[config.mk]
export PLATFORM = sky130hd
export DESIGN_NAME = tpg_pattern_sequencer_flat
export DESIGN_NICKNAME = d
export VERILOG_FILES = /design/src/rtl/tpg_seq_pkg.sv /design/src/rtl/tpg_pattern_sequencer_if.sv /design/src/rtl/tpg_slot_table.sv /design/src/rtl/tpg_pattern_sequencer.sv /design/src/flat_wrapper.sv
export SDC_FILE = /design/constraint.sdc
export NUM_CORES = 1
export LEC_CHECK = 0
export ABC_AREA = 1
export ABC_CLOCK_PERIOD_IN_PS = 2200
export CORE_AREA = 3 3 90 134
export CTS_BUF_LIST = sky130_fd_sc_hd__clkbuf_16
export DETAILED_ROUTE_END_ITERATION = 10
export DIE_AREA = 0 0 93 137
export PLACE_DENSITY = 0.74
export SYNTH_ARGS = -nofsm -noshare
export SYNTH_HDL_FRONTEND = slang
export SYNTH_SLANG_ARGS = --single-unit
[constraint.sdc]
create_clock -name clk_i -period 2.2 [get_ports clk_i]
set_input_delay 0.44 -clock clk_i [delete_from_list [all_inputs] [get_ports clk_i]]
set_output_delay 0.44 -clock clk_i [all_outputs]
set_load 0.02 [all_outputs]
[src/rtl/tpg_seq_pkg.sv]
// Shared encodings and defaults for the test-pattern sequencer.
package tpg_seq_pkg;

  localparam int PAT_W     = 8;
  localparam int NUM_SLOTS = 8;
  localparam int SLOT_W    = 3;
  localparam int DWELL_W   = 8;
  localparam int FCNT_W    = 16;

  // Ramp pattern shown after reset.
  localparam logic [7:0] RESET_PATTERN_DEF = 8'd4;

  typedef enum logic [1:0] {
    OP_SET    = 2'd0,
    OP_WRSLOT = 2'd1,
    OP_START  = 2'd2,
    OP_STOP   = 2'd3
  } op_e;

  typedef enum logic [1:0] {
    ST_MAN  = 2'd0,
    ST_PEND = 2'd1,
    ST_ARM  = 2'd2,
    ST_AUTO = 2'd3
  } state_e;

endpackage

[src/rtl/tpg_pattern_sequencer_if.sv]
// Host command channel (valid/ready) into the pattern sequencer.
interface tpg_pattern_sequencer_if #(
  parameter int PAT_W  = 8,
  parameter int SLOT_W = 3
) ();

  logic              cfg_valid;
  logic              cfg_ready;
  logic [1:0]        cfg_op;
  logic [SLOT_W-1:0] cfg_addr;
  logic [PAT_W-1:0]  cfg_data;

  modport master (
    output cfg_valid, cfg_op, cfg_addr, cfg_data,
    input  cfg_ready
  );

  modport slave (
    input  cfg_valid, cfg_op, cfg_addr, cfg_data,
    output cfg_ready
  );

endinterface

[src/rtl/tpg_slot_table.sv]
// Auto-cycle slot table: synchronous write, asynchronous read, synchronous clear.
// The read port returns the pre-write contents when a write hits the same slot.
module tpg_slot_table #(
  parameter int NUM_SLOTS = 8,
  parameter int SLOT_W    = 3,
  parameter int PAT_W     = 8
) (
  input  logic              clk,
  input  logic              resetb,
  input  logic              we,
  input  logic [SLOT_W-1:0] waddr,
  input  logic [PAT_W-1:0]  wdata,
  input  logic [SLOT_W-1:0] raddr,
  output logic [PAT_W-1:0]  rdata
);

  logic [PAT_W-1:0] mem_r [NUM_SLOTS];

  // Table storage: cleared by reset, otherwise written on command.
  always_ff @(posedge clk) begin
    if (!resetb) begin
      for (int i = 0; i < NUM_SLOTS; i++) begin
        mem_r[i] <= '0;
      end
    end else if (we) begin
      mem_r[waddr] <= wdata;
    end
  end

  assign rdata = mem_r[raddr];

endmodule

[src/rtl/tpg_pattern_sequencer.sv]
// Drives the generator's pattern select; changes only land on frame boundaries.
module tpg_pattern_sequencer
  import tpg_seq_pkg::*;
#(
  parameter int               PAT_W         = 8,
  parameter int               NUM_SLOTS     = 8,
  parameter int               SLOT_W        = 3,
  parameter int               DWELL_W       = 8,
  parameter logic [PAT_W-1:0] RESET_PATTERN = 8'd4,
  parameter int               FCNT_W        = 16
) (
  input  logic                          clk_i,
  input  logic                          resetb_i,
  input  logic                          frame_end_i,
  tpg_pattern_sequencer_if.slave        cfg,
  output logic [PAT_W-1:0]              pattern_o,
  output logic                          pattern_upd_o,
  output logic                          auto_active_o,
  output logic [SLOT_W-1:0]             slot_idx_o,
  output logic [FCNT_W-1:0]             frame_cnt_o
);

  state_e              state_r, state_nxt_s;
  logic [PAT_W-1:0]    pattern_r, pattern_nxt_s;
  logic                upd_r, upd_nxt_s;
  logic [SLOT_W-1:0]   slot_r, slot_nxt_s, next_slot_s;
  logic [DWELL_W-1:0]  cnt_r, cnt_nxt_s;
  logic [DWELL_W-1:0]  dwell_r, dwell_nxt_s;
  logic [SLOT_W-1:0]   last_r, last_nxt_s;
  logic [PAT_W-1:0]    pend_r, pend_nxt_s;
  logic [FCNT_W-1:0]   fcnt_r;
  logic                accept_s;
  logic                tbl_we_s;
  logic [SLOT_W-1:0]   tbl_raddr_s;
  logic [PAT_W-1:0]    tbl_rdata_s;

  assign cfg.cfg_ready = (state_r == ST_MAN) || (state_r == ST_AUTO);
  assign accept_s      = cfg.cfg_valid && cfg.cfg_ready;

  // Wrap back to slot 0 after the last programmed slot.
  assign next_slot_s = (slot_r == last_r) ? '0 : slot_r + SLOT_W'(1);
  // Arming always loads slot 0; auto mode looks ahead to the next slot.
  assign tbl_raddr_s = (state_r == ST_ARM) ? '0 : next_slot_s;

  tpg_slot_table #(
    .NUM_SLOTS (NUM_SLOTS),
    .SLOT_W    (SLOT_W),
    .PAT_W     (PAT_W)
  ) u_table (
    .clk    (clk_i),
    .resetb (resetb_i),
    .we     (tbl_we_s),
    .waddr  (cfg.cfg_addr),
    .wdata  (cfg.cfg_data),
    .raddr  (tbl_raddr_s),
    .rdata  (tbl_rdata_s)
  );

  // Next-state: frame-end work uses pre-command registers, then the command applies.
  always_comb begin
    state_nxt_s   = state_r;
    pattern_nxt_s = pattern_r;
    upd_nxt_s     = 1'b0;
    slot_nxt_s    = slot_r;
    cnt_nxt_s     = cnt_r;
    dwell_nxt_s   = dwell_r;
    last_nxt_s    = last_r;
    pend_nxt_s    = pend_r;
    tbl_we_s      = 1'b0;

    if (frame_end_i) begin
      case (state_r)
        ST_PEND: begin
          pattern_nxt_s = pend_r;
          upd_nxt_s     = 1'b1;
          state_nxt_s   = ST_MAN;
        end
        ST_ARM: begin
          pattern_nxt_s = tbl_rdata_s;
          slot_nxt_s    = '0;
          cnt_nxt_s     = dwell_r - DWELL_W'(1);
          upd_nxt_s     = 1'b1;
          state_nxt_s   = ST_AUTO;
        end
        ST_AUTO: begin
          if (cnt_r == '0) begin
            slot_nxt_s    = next_slot_s;
            pattern_nxt_s = tbl_rdata_s;
            cnt_nxt_s     = dwell_r - DWELL_W'(1);
            upd_nxt_s     = 1'b1;
          end else begin
            cnt_nxt_s     = cnt_r - DWELL_W'(1);
          end
        end
        default: begin
          upd_nxt_s = 1'b0;
        end
      endcase
    end else begin
      upd_nxt_s = 1'b0;
    end

    if (accept_s) begin
      case (op_e'(cfg.cfg_op))
        OP_SET: begin
          pend_nxt_s  = cfg.cfg_data;
          state_nxt_s = ST_PEND;
        end
        OP_WRSLOT: begin
          tbl_we_s = 1'b1;
        end
        OP_START: begin
          last_nxt_s  = cfg.cfg_addr;
          // A dwell of zero frames would never advance; treat it as one.
          dwell_nxt_s = (cfg.cfg_data[DWELL_W-1:0] == '0) ? DWELL_W'(1)
                                                          : cfg.cfg_data[DWELL_W-1:0];
          state_nxt_s = ST_ARM;
        end
        OP_STOP: begin
          state_nxt_s = ST_MAN;
        end
        default: begin
          state_nxt_s = state_nxt_s;
        end
      endcase
    end else begin
      tbl_we_s = 1'b0;
    end
  end

  // State register.
  always_ff @(posedge clk_i) begin
    if (!resetb_i) begin
      state_r <= ST_MAN;
    end else begin
      state_r <= state_nxt_s;
    end
  end

  // Datapath registers: visible outputs plus command parameters.
  always_ff @(posedge clk_i) begin
    if (!resetb_i) begin
      pattern_r <= RESET_PATTERN;
      upd_r     <= 1'b0;
      slot_r    <= '0;
      cnt_r     <= '0;
      dwell_r   <= '0;
      last_r    <= '0;
      pend_r    <= '0;
      fcnt_r    <= '0;
    end else begin
      pattern_r <= pattern_nxt_s;
      upd_r     <= upd_nxt_s;
      slot_r    <= slot_nxt_s;
      cnt_r     <= cnt_nxt_s;
      dwell_r   <= dwell_nxt_s;
      last_r    <= last_nxt_s;
      pend_r    <= pend_nxt_s;
      fcnt_r    <= frame_end_i ? fcnt_r + FCNT_W'(1) : fcnt_r;
    end
  end

  assign pattern_o     = pattern_r;
  assign pattern_upd_o = upd_r;
  assign slot_idx_o    = slot_r;
  assign frame_cnt_o   = fcnt_r;
  assign auto_active_o = (state_r == ST_ARM) || (state_r == ST_AUTO);

endmodule

[src/flat_wrapper.sv]
// flat-port wrapper written by rule: the top's interface ports become plain ports
module tpg_pattern_sequencer_flat import tpg_seq_pkg::*;
#(
  parameter int               PAT_W         = 8,
  parameter int               NUM_SLOTS     = 8,
  parameter int               SLOT_W        = 3,
  parameter int               DWELL_W       = 8,
  parameter logic [PAT_W-1:0] RESET_PATTERN = 8'd4,
  parameter int               FCNT_W        = 16
)
  (clk_i, resetb_i, frame_end_i, pattern_o, pattern_upd_o, auto_active_o, slot_idx_o, frame_cnt_o, cfg_cfg_valid, cfg_cfg_op, cfg_cfg_addr, cfg_cfg_data, cfg_cfg_ready);
  tpg_pattern_sequencer_if #(.PAT_W(PAT_W), .SLOT_W(SLOT_W)) cfg_i ();
  input  logic clk_i;
  input  logic resetb_i;
  input  logic frame_end_i;
  output logic [PAT_W-1:0] pattern_o;
  output logic pattern_upd_o;
  output logic auto_active_o;
  output logic [SLOT_W-1:0] slot_idx_o;
  output logic [FCNT_W-1:0] frame_cnt_o;
  input wire logic [$bits(cfg_i.cfg_valid)-1:0] cfg_cfg_valid;
  input wire logic [$bits(cfg_i.cfg_op)-1:0] cfg_cfg_op;
  input wire logic [$bits(cfg_i.cfg_addr)-1:0] cfg_cfg_addr;
  input wire logic [$bits(cfg_i.cfg_data)-1:0] cfg_cfg_data;
  output wire logic [$bits(cfg_i.cfg_ready)-1:0] cfg_cfg_ready;
  assign cfg_i.cfg_valid = cfg_cfg_valid;
  assign cfg_i.cfg_op = cfg_cfg_op;
  assign cfg_i.cfg_addr = cfg_cfg_addr;
  assign cfg_i.cfg_data = cfg_cfg_data;
  assign cfg_cfg_ready = cfg_i.cfg_ready;
  tpg_pattern_sequencer #(.PAT_W(PAT_W), .NUM_SLOTS(NUM_SLOTS), .SLOT_W(SLOT_W), .DWELL_W(DWELL_W), .RESET_PATTERN(RESET_PATTERN), .FCNT_W(FCNT_W)) u_core (.clk_i(clk_i), .resetb_i(resetb_i), .frame_end_i(frame_end_i), .cfg(cfg_i), .pattern_o(pattern_o), .pattern_upd_o(pattern_upd_o), .auto_active_o(auto_active_o), .slot_idx_o(slot_idx_o), .frame_cnt_o(frame_cnt_o));
endmodule
=== Word level (Yosys, flattened, before mapping) ===
Memories as Yosys holds them, arrays and structs flattened.
Index checks and enable logic that the tools add are counted.

* Flip-flop bits (word level): 57
* RAM bits: 64
* Input port bits: 17
* Output and inout bits: 30
* Word-level logic and storage cells: 63
* Memories: 1

{| class="wikitable"
|+ Memories
! name !! depth !! width !! rd ports !! clocked after Yosys merged registers in !! write ports !! line !! text
|-
| u_core.u_table.mem_r || 8 || 8 || 1 || 0 || 8 || tpg_slot_table.sv:17 || <nowiki>logic [PAT_W-1:0] mem_r [NUM_SLOTS];</nowiki>
|}

* Add/sub/neg operators: 4
* Eq/ne operators: 8
* Multiplexer cells: 24
* Reductions and logical operators: 17

{| class="wikitable"
|+ Operators with widths
! operator !! number
|-
| $mux W8 || 4
|-
| $pmux W8 S3 || 1
|-
| $add A16 B1 Y16 const B || 1
|-
| $logic_not A8 Y1 || 2
|-
| $pmux W8 S2 || 1
|-
| $sub A8 B1 Y8 const B || 2
|-
| $mux W3 || 4
|-
| $eq A2 B2 Y1 const B || 4
|-
| $mux W1 || 8
|-
| $reduce_and A2 Y1 || 4
|-
| $reduce_or A8 Y1 || 1
|-
| $pmux W2 S3 || 1
|-
| $pmux W3 S2 || 1
|-
| $reduce_and A3 Y1 || 2
|-
| $eq A2 B1 Y1 const B || 2
|-
| $logic_not A2 Y1 || 2
|-
| $mux W2 || 2
|-
| $pmux W2 S2 || 1
|-
| $add A3 B1 Y3 const B || 1
|-
| $eq A3 B3 Y1 || 1
|-
| $reduce_bool A3 Y1 || 1
|-
| $logic_or A1 B1 Y1 || 2
|-
| $ne A2 B2 Y1 const B || 1
|-
| $pmux W1 S2 || 1
|-
| 3 further kinds || 3
|}

=== Longest topological paths before layout ===
Gate-level depths: netlist of run 1.

* Word-level depth: 9
* Gate-level depth with buffers: 13
* Gate-level depth less buffers: 12

=== By module ===
A second synthesis of run 1 with hierarchy kept.

* Cell total of the unflattened synthesis: 802
* Area, all modules: 6120.9 µm²

{| class="wikitable"
|+ Modules (own cells, without submodules)
! module !! times used !! cells an instance !! area an instance (µm²) !! seq. area each (µm²)
|-
| tpg_slot_table || 1 || 378 || 3253.1 || 1921.8
|-
| tpg_pattern_sequencer || 1 || 424 || 2867.8 || 1141.1
|}

=== Least setup slack after synthesis of run 1 ===
Ideal clock, no wire load.

* Kind: register to register
* Start: reg u_core.state_r[1]
* End: mem u_core.u_table.mem_r[0][0], enable pin
* Setup time: 329 ps
* Data arrival time: 1694 ps
* Data required time: 1871 ps
* Setup slack: 178 ps
* Cell stages (with the launch flop): 8
* Buffers on the path: 0
* Period minus slack after synthesis: 2022 ps
* Cells stage by stage: dfxtp_1 > inv_1 > ha_1 > inv_1 > nand4_1 > nor2_1 > nand2_1 > nand2_1

{| class="wikitable"
|+ RTL lines
! item !! line !! text
|-
| start: declaration || tpg_pattern_sequencer.sv:23 || <nowiki>state_e state_r, state_nxt_s;</nowiki>
|-
| start signal: assignment || tpg_pattern_sequencer.sv:136 || <nowiki>state_r <= state_nxt_s;</nowiki>
|-
| end: declaration || tpg_slot_table.sv:17 ||
|}

=== Final worst setup path of run 1 ===
* Start: reg u_core.state_r[0]
* End: out auto_active_o

* Longest elaborated chain between the ends: 2
* Elaborated cells between the ends (all ways): 3
* Those cells by class: 2 x eq/ne; 1 x reduce/logical

{| class="wikitable"
|+ RTL lines
! item !! line !! text
|-
| $eq A2 B2 Y1 || tpg_pattern_sequencer.sv:167 || <nowiki>assign auto_active_o = (state_r == ST_ARM) || (state_r == ST_AUTO);</nowiki>
|-
| $logic_or A1 B1 Y1 * || tpg_pattern_sequencer.sv:167 ||
|-
| end: declaration || flat_wrapper.sv:18 || <nowiki>output logic auto_active_o;</nowiki>
|}

Every way passes the cells marked *; elsewhere a longest branch is shown, timed or not.

==> impl_metrics.tcl, run 1 <==
set metrics [dict create \
    yosys.area.top_type_share 0.321 \
    crit_arrival_ns 1.67 \
    fmax_ghz 0.474 \
    fillCellCount 918 \
    clk_path_buf_depth 2 \
    multi_input_area_um2 2370 \
    syn-cell-area_um2 5980 \
    cp_max_fo 3 \
    fin_nets 830 \
    row_count 47 \
    outcome "finished clean" \
    finalCritPeriodShare 0.958 \
    setup-violations-final 0 \
    cts_root_buf "clkbuf_16" \
    gp_congestion 0.896 \
    grt_pass1_wl_mm 25.3 \
    totalWireLength_mm 15.6 \
    post_dp_cell_area_um2 6690 \
    cellLeakagePower_nw 3.08 \
    drc 0 \
    postCtsHoldBufs 0 \
    maxCapViolations 0 \
    grtUsageTotal 0.259 \
    area_delta_synth_final_pct 22.5 \
    async_flop_share 0 \
    end_kind "output pin" \
    grt_antenna_before_repair 0 \
    htree_levels 4 \
    clock_latency_ns 0.41 \
    min-delay-start "u_core.pattern_o[1]" \
    start_util 0.541 \
    die-area_um2 12700 \
    synth_area_per_cell_um2 8.05 \
    grt_pass1_vias 5252 \
    synth-seq-cells 121 \
    hold_viol_final 0 \
    die_h_um 137 \
    yosysSeqAreaShare 0.512 \
    worstSetupStartpoint "u_core.state_r[0]" \
    dp_slack_ns 0.0591 \
    cts.sinks 121 \
    synth_edf_count 64 \
    die_w_um 93 \
    seq_area_um2 3060 \
    yosysUniqueCellTypes 41 \
    tightest_slew_ns 0.513 \
    grt-ovfl-total 0 \
    io_pins 47 \
    critPathLaunchType "register" \
    ir_drop_uv 609 \
    synthFlopType "edfxtp_1" \
    first_pass_iters 6 \
    ant_nets 0 \
    final_util 0.663 \
    diodes 0 \
    synth_cells 743 \
    cts_made_buffers 17 \
    dp.final_hpwl_mm 10.9 \
    crit_type "register to output pin" \
    worstPathRequired_ns 1.76 \
    clk_pin_slew_worst_paths_ns 0.05 \
    slew_headroom 0.656 \
    drtIter0Drc 453 \
    synth_area_leader_cell "edfxtp_1" \
    final_area_um2 7330 \
    holdWs_ns 0.465 \
    hold_path.class "register to register" \
    port_buffers 46 \
    syn-num-nets 767 \
    fin_worst_skew_ns 0.00445 \
    viasPerCell 5.50 \
    wl_per_cell_um 16.2 \
    core_um2 11100 \
    grt_max_degree 37 \
    r2r_start "u_core.state_r[0]" \
    maxSlewViolCount 0 \
    yosysWarnings 0 \
    synth.area.top_cells "edfxtp_1, dfxtp_1, nand2_1" \
    fin_crit_ns 2.11 \
    num_vias 5309 \
    cts_tree "built" \
    final_layout_size_suffix_gt1_frac 0.107 \
    cellPowerDensity_nw_per_um2 798 \
    fin_ws_ns 0.0915 \
]
[through the flow]
stage	TNS, ns	std cells	power, W
floorplan	0	743	0.00293
global placement	0	933	0.00314
detailed placement	0	933	0.00315
CTS	0	965	0.00586
global route	-0.00216	966	0.00605
finish	0	966	0.00584
[worst paths after layout]
check                                      endpoint  depth (start not counted)  slack (ns)
worst min register to register  u_core.pattern_o[1]                          2        0.47
worst min-delay path            u_core.pattern_o[1]                          2        0.47
worst max register to register  u_core.pattern_o[4]                         11        0.16
worst max-delay path                  auto_active_o                          5        0.09
[cells in the mapped netlist (4+ instances only)]
cell type  number
nand2_1       130
nor2_1        111
inv_1         103
edfxtp_1       64
dfxtp_1        57
nand3_1        55
a21oi_1        49
o21ai_0        35
nand4_1        32
clkbuf_1       16
buf_2          11
nor3_1         10
ha_1            7
o211ai_1        7
clkinv_1        5
nor2_2          5
xor2_1          5
inv_2           4
[cell usage in the layout (no fill, tap or decap), types with 29 or more instances in the layout]
| cell type | count |
|---|---|
| inv_1 | 105 |
| a21oi_1 | 49 |
| clkdlybuf4s50_1 | 44 |
| edfxtp_1 | 64 |
| nand4_1 | 32 |
| nand2_1 | 128 |
| nand3_1 | 55 |
| o21ai_0 | 35 |
| nor2_1 | 110 |
| buf_4 | 29 |
| dfxtp_1 | 57 |
[per-layer routing]
layer | vias up | global-route usage | wire length (µm)
met1 | 2451 | 0.290 | 5950
met4 | 0 | 0.149 | 745
met5 | - | 0 | 0
li1 | 2570 | - | -
met2 | 225 | 0.455 | 8020
met3 | 63 | 0.0479 | 907
[cell type report]
cell class,instances,share of cell area
clock buffers,20,0.0683
flip-flops and latches,121,0.418
multi-input cells,478,0.324
inverters,112,0.0574
repair buffers,76,0.0944
clock inverters,12,0.0128
well taps,147,0.0251
[kinds of logic after synthesis]
logic type | synth area share
flops | 0.512
compound gates | 0.0937
buf+inv | 0.0952
fa+ha+maj | 0.0146
simple gates | 0.270
xor+xnor | 0.0144
[critical path, cell delays in order (launching register included)]
cell,delay (ns)
dfxtp_1,0.33
inv_1,0.07
ha_1,0.26
nor2_4,0.14
clkinv_1,0.11
dlygate4sd2_1,0.34
[sequential cells by signal, summed over array words and instances (netlist names)]
| signal | count |
|---|---|
| u_core.cnt_r | 8 |
| u_core.dwell_r | 8 |
| u_core.frame_cnt_o | 16 |
| u_core.last_r | 3 |
| u_core.pattern_o | 8 |
| u_core.pattern_upd_o | 1 |
| u_core.pend_r | 8 |
| u_core.slot_idx_o | 3 |
| u_core.state_r | 2 |
| u_core.u_table.mem_r | 64 |
[power breakdown]
part	switching, W	internal [W]	leakage (nW)	total (W)
Clock	0.000981	0.00174	0.300	0.00272
Combinational	0.000422	0.000213	1.65	0.000635
Sequential	0.0000412	0.00245	1.13	0.00249
[timing repair]
action | in CTS | in global routing
setup endpoints to repair | 2 | 19
gates cloned | 0 | 0
endpoints found under the hold margin | 0 | 0
pin swaps | 0 | 1
buffers inserted | 0 | 1
resized for setup | 3 | 7
No activity file was read; power rests on OpenSTA's default activity.
==> run 2, diff against run 1 <==
- ABC_AREA: 1 -> 0
- CORE_AREA: 3 3 90 134 -> 3 3 89 133
- DIE_AREA: 0 0 93 137 -> 0 0 92 136
==> run 2 against run 1 <==
Clock power increased by 4%. Sequential cell count unchanged. Synthesized cell count decreased by 27%. Maximum frequency decreased by 0.47%. Routed wire length decreased by 13%. Worst hold slack got worse by 0.00055 ns. Register-to-register slack got worse by 0.06 ns. Sequential power about the same. Die area decreased by 1.8%. Synthesized area decreased by 2.2%. Final area increased by 1.3%. Cell count decreased by 18%.
==> impl_metrics.tcl, run 2 <==
set metrics [dict create \
    outcome "finished clean" \
    io_pins 47 \
    synth.most_common_cell "and2_1" \
    fin_nets 655 \
    yosysWarnings 0 \
    synthMuxAreaShare 0.0477 \
    regMostFlops "u_core.u_table.mem_r" \
    r2r_end "u_core.cnt_r[0]" \
    crit_arrival_ns 1.68 \
    fin_worst_skew_ns 0.00539 \
    synth_xor_area_frac 0.0327 \
    ir_drop_uv 492 \
    cts_tree "built" \
    core_um2 10700 \
    holdWs_ns 0.465 \
    drc 0 \
    p_total_w 0.00601 \
    crit_type "register to output pin" \
    setup-violations-final 0 \
    grtUsageTotal 0.228 \
    synth_common_cells "and2_1, edfxtp_1, nand2_1" \
    synth_area_per_cell_um2 10.8 \
    synth_compound_area_frac 0.144 \
    grt-ovfl-total 0 \
    postCtsHoldBufs 0 \
    viasPerCell 5.59 \
    min-delay-start "u_core.pend_r[1]" \
    tightest_slew_ns 0.644 \
    synthFlopType "edfxtp_1" \
    yosys.area.top_type_share 0.329 \
    worstPathRequired_ns 1.76 \
    die-area_um2 12500 \
    syn-num-nets 567 \
    cp_max_fo 5 \
    port_buffers 46 \
    hold_path.class "register to register" \
    totalWireLength_mm 13.5 \
    r2r_start "u_core.cnt_r[1]" \
    crit_path_top_delay_cell "dfxtp_1" \
    layout.cells.non_filler 788 \
    start_util 0.546 \
    cts_root_buf "clkbuf_16" \
    syn-cell-area_um2 5850 \
    synth_edf_count 64 \
    diodes 0 \
    die_w_um 92 \
    synth-seq-cells 121 \
    yosysUniqueCellTypes 63 \
    end_kind "output pin" \
    dp.final_hpwl_mm 9.84 \
    largest_reg_flops 64 \
    clk_path_buf_depth 2 \
    final_area_um2 7420 \
    synthAdderAreaFrac 0.0150 \
    wl_per_cell_um 17.2 \
    layout_commonest_cell "and2_1" \
    grt_pass1_vias 4394 \
    die_h_um 136 \
    hold_viol_final 0 \
    critPathLaunchType "register" \
    num_vias 4402 \
    gp_congestion 0.848 \
    fin_crit_ns 2.12 \
    maxCapViolations 0 \
    maxSlewViolCount 0 \
    ff2ff_path_depth 9 \
    layout_common_cells "and2_1, edfxtp_1, nand2_1" \
    synth_cells 543 \
    cts_made_buffers 17 \
    finalCritPeriodShare 0.963 \
    cts.sinks 121 \
    slew_headroom 0.571 \
    row_count 46 \
    path_cells "ha_1 -> nor2_1 -> inv_1 -> dlygate4sd2_1" \
    clk_pin_slew_worst_paths_ns 0.05 \
    synth_top_family_by_area "simple AND/OR/NAND/NOR gates" \
    first_pass_iters 8 \
    synth_area_leader_cell "edfxtp_1" \
    grt_pass1_wl_mm 22.0 \
    cellPowerDensity_nw_per_um2 810 \
    clock_latency_ns 0.40 \
    rsz0062_at_grt "no" \
    ant_nets 0 \
    yosysSeqAreaShare 0.524 \
    dp_slack_ns -0.0331 \
    cellLeakagePower_nw 2.86 \
    async_flop_share 0 \
    post_dp_cell_area_um2 6760 \
    max_stage_delay_ns 0.39 \
    rrSetupSlack_ns 0.10 \
    fin_ws_ns 0.0816 \
    hold_end "u_core.pend_r[1]" \
    placed_cells 754 \
    grt_max_degree 59 \
    min_delay_path_depth 2 \
    grt_antenna_before_repair 0 \
    fmax_ghz 0.472 \
    yosys.area_share.simple 0.207 \
    final_layout_size_suffix_gt1_frac 0.177 \
    htree_levels 4 \
    synth.area.top_cells "edfxtp_1, dfxtp_1, and2_1" \
    area_delta_synth_final_pct 26.9 \
    drtIter0Drc 280 \
]
## run 2: cell types whose count changed after synthesis, sizes merged, moves of 26 or more
cell and delta:
nor2 -97, inv -93, nand4 -26, a21oi -42
nand3 -50, and2 +76, nand2 -74, a21boi +26
## run 2: critical path: cells and delay by family (launching register included)
family / cells / cell delay, ns
flops: 1 / 0.39
buf+inv: 2 / 0.49
simple gates: 1 / 0.10
fa+ha+maj: 1 / 0.30
## run 2: worst max-delay path by stage
stage	startpoint	cells after the start	slack (ns)	to
floorplan	u_core.state_r[1]	5	-0.002	u_core.u_table.mem_r[4][0]
global placement	cfg_cfg_valid	6	-0.01	u_core.u_table.mem_r[3][4]
detailed placement	cfg_cfg_valid	6	-0.03	u_core.u_table.mem_r[3][3]
CTS	u_core.cnt_r[0]	9	0.04	u_core.cnt_r[0]
global route	u_core.cnt_r[1]	9	0.006	u_core.cnt_r[0]
finish	u_core.state_r[1]	4	0.08	auto_active_o
## run 2: logic make-up (layout without fill, tap and decap cells)
group                    Yosys count  in the layout
XOR/XNOR                          21             21
adder cells (fa/ha/maj)            7              7
AO/OA/AOI/OAI                    109            109
multiplexers                      17             17
flip-flops                       121            121
AND/OR/NAND/NOR                  225            225
buffers and inverters             43            144
## run 2: per-layer routing
metal / GRT usage / share of wire / vias up
li1: - / - / 2130
met1: 0.241 / 0.38 / 2125
met2: 0.427 / 0.54 / 118
met3: 0.0465 / 0.041 / 29
met4: 0.109 / 0.032 / 0
met5: 0 / 0 / -
## run 2: layout make-up
type	count	area [µm²]
inverters	14	52.6
flip-flops and latches	121	3070
fillers	793	3290
clock buffers	17	425
repair buffers	98	860
well taps	144	180
multi-input cells	379	2650
clock inverters	15	183
## run 2: power breakdown
group / internal [W] / total [W] / switching, W
clock: 0.00187 / 0.00284 / 0.000969
sequential: 0.00247 / 0.00252 / 0.0000566
combinational: 0.000289 / 0.000643 / 0.000354
total: 0.00463 / 0.00601 / 0.00138
## run 2: repair_timing
action / in CTS / in global routing
setup buffers: 0 / 3
gates resized for setup: 3 / 13
pin swaps: 0 / 7
endpoints found under the setup margin: 3 / 36
## run 2: through the flow
step	TNS, ns	util
floorplan	-0.0499	-
global placement	-0.177	0.631
detailed placement	-0.446	0.631
CTS	0	0.687
global route	0	0.693
finish	0	0.693
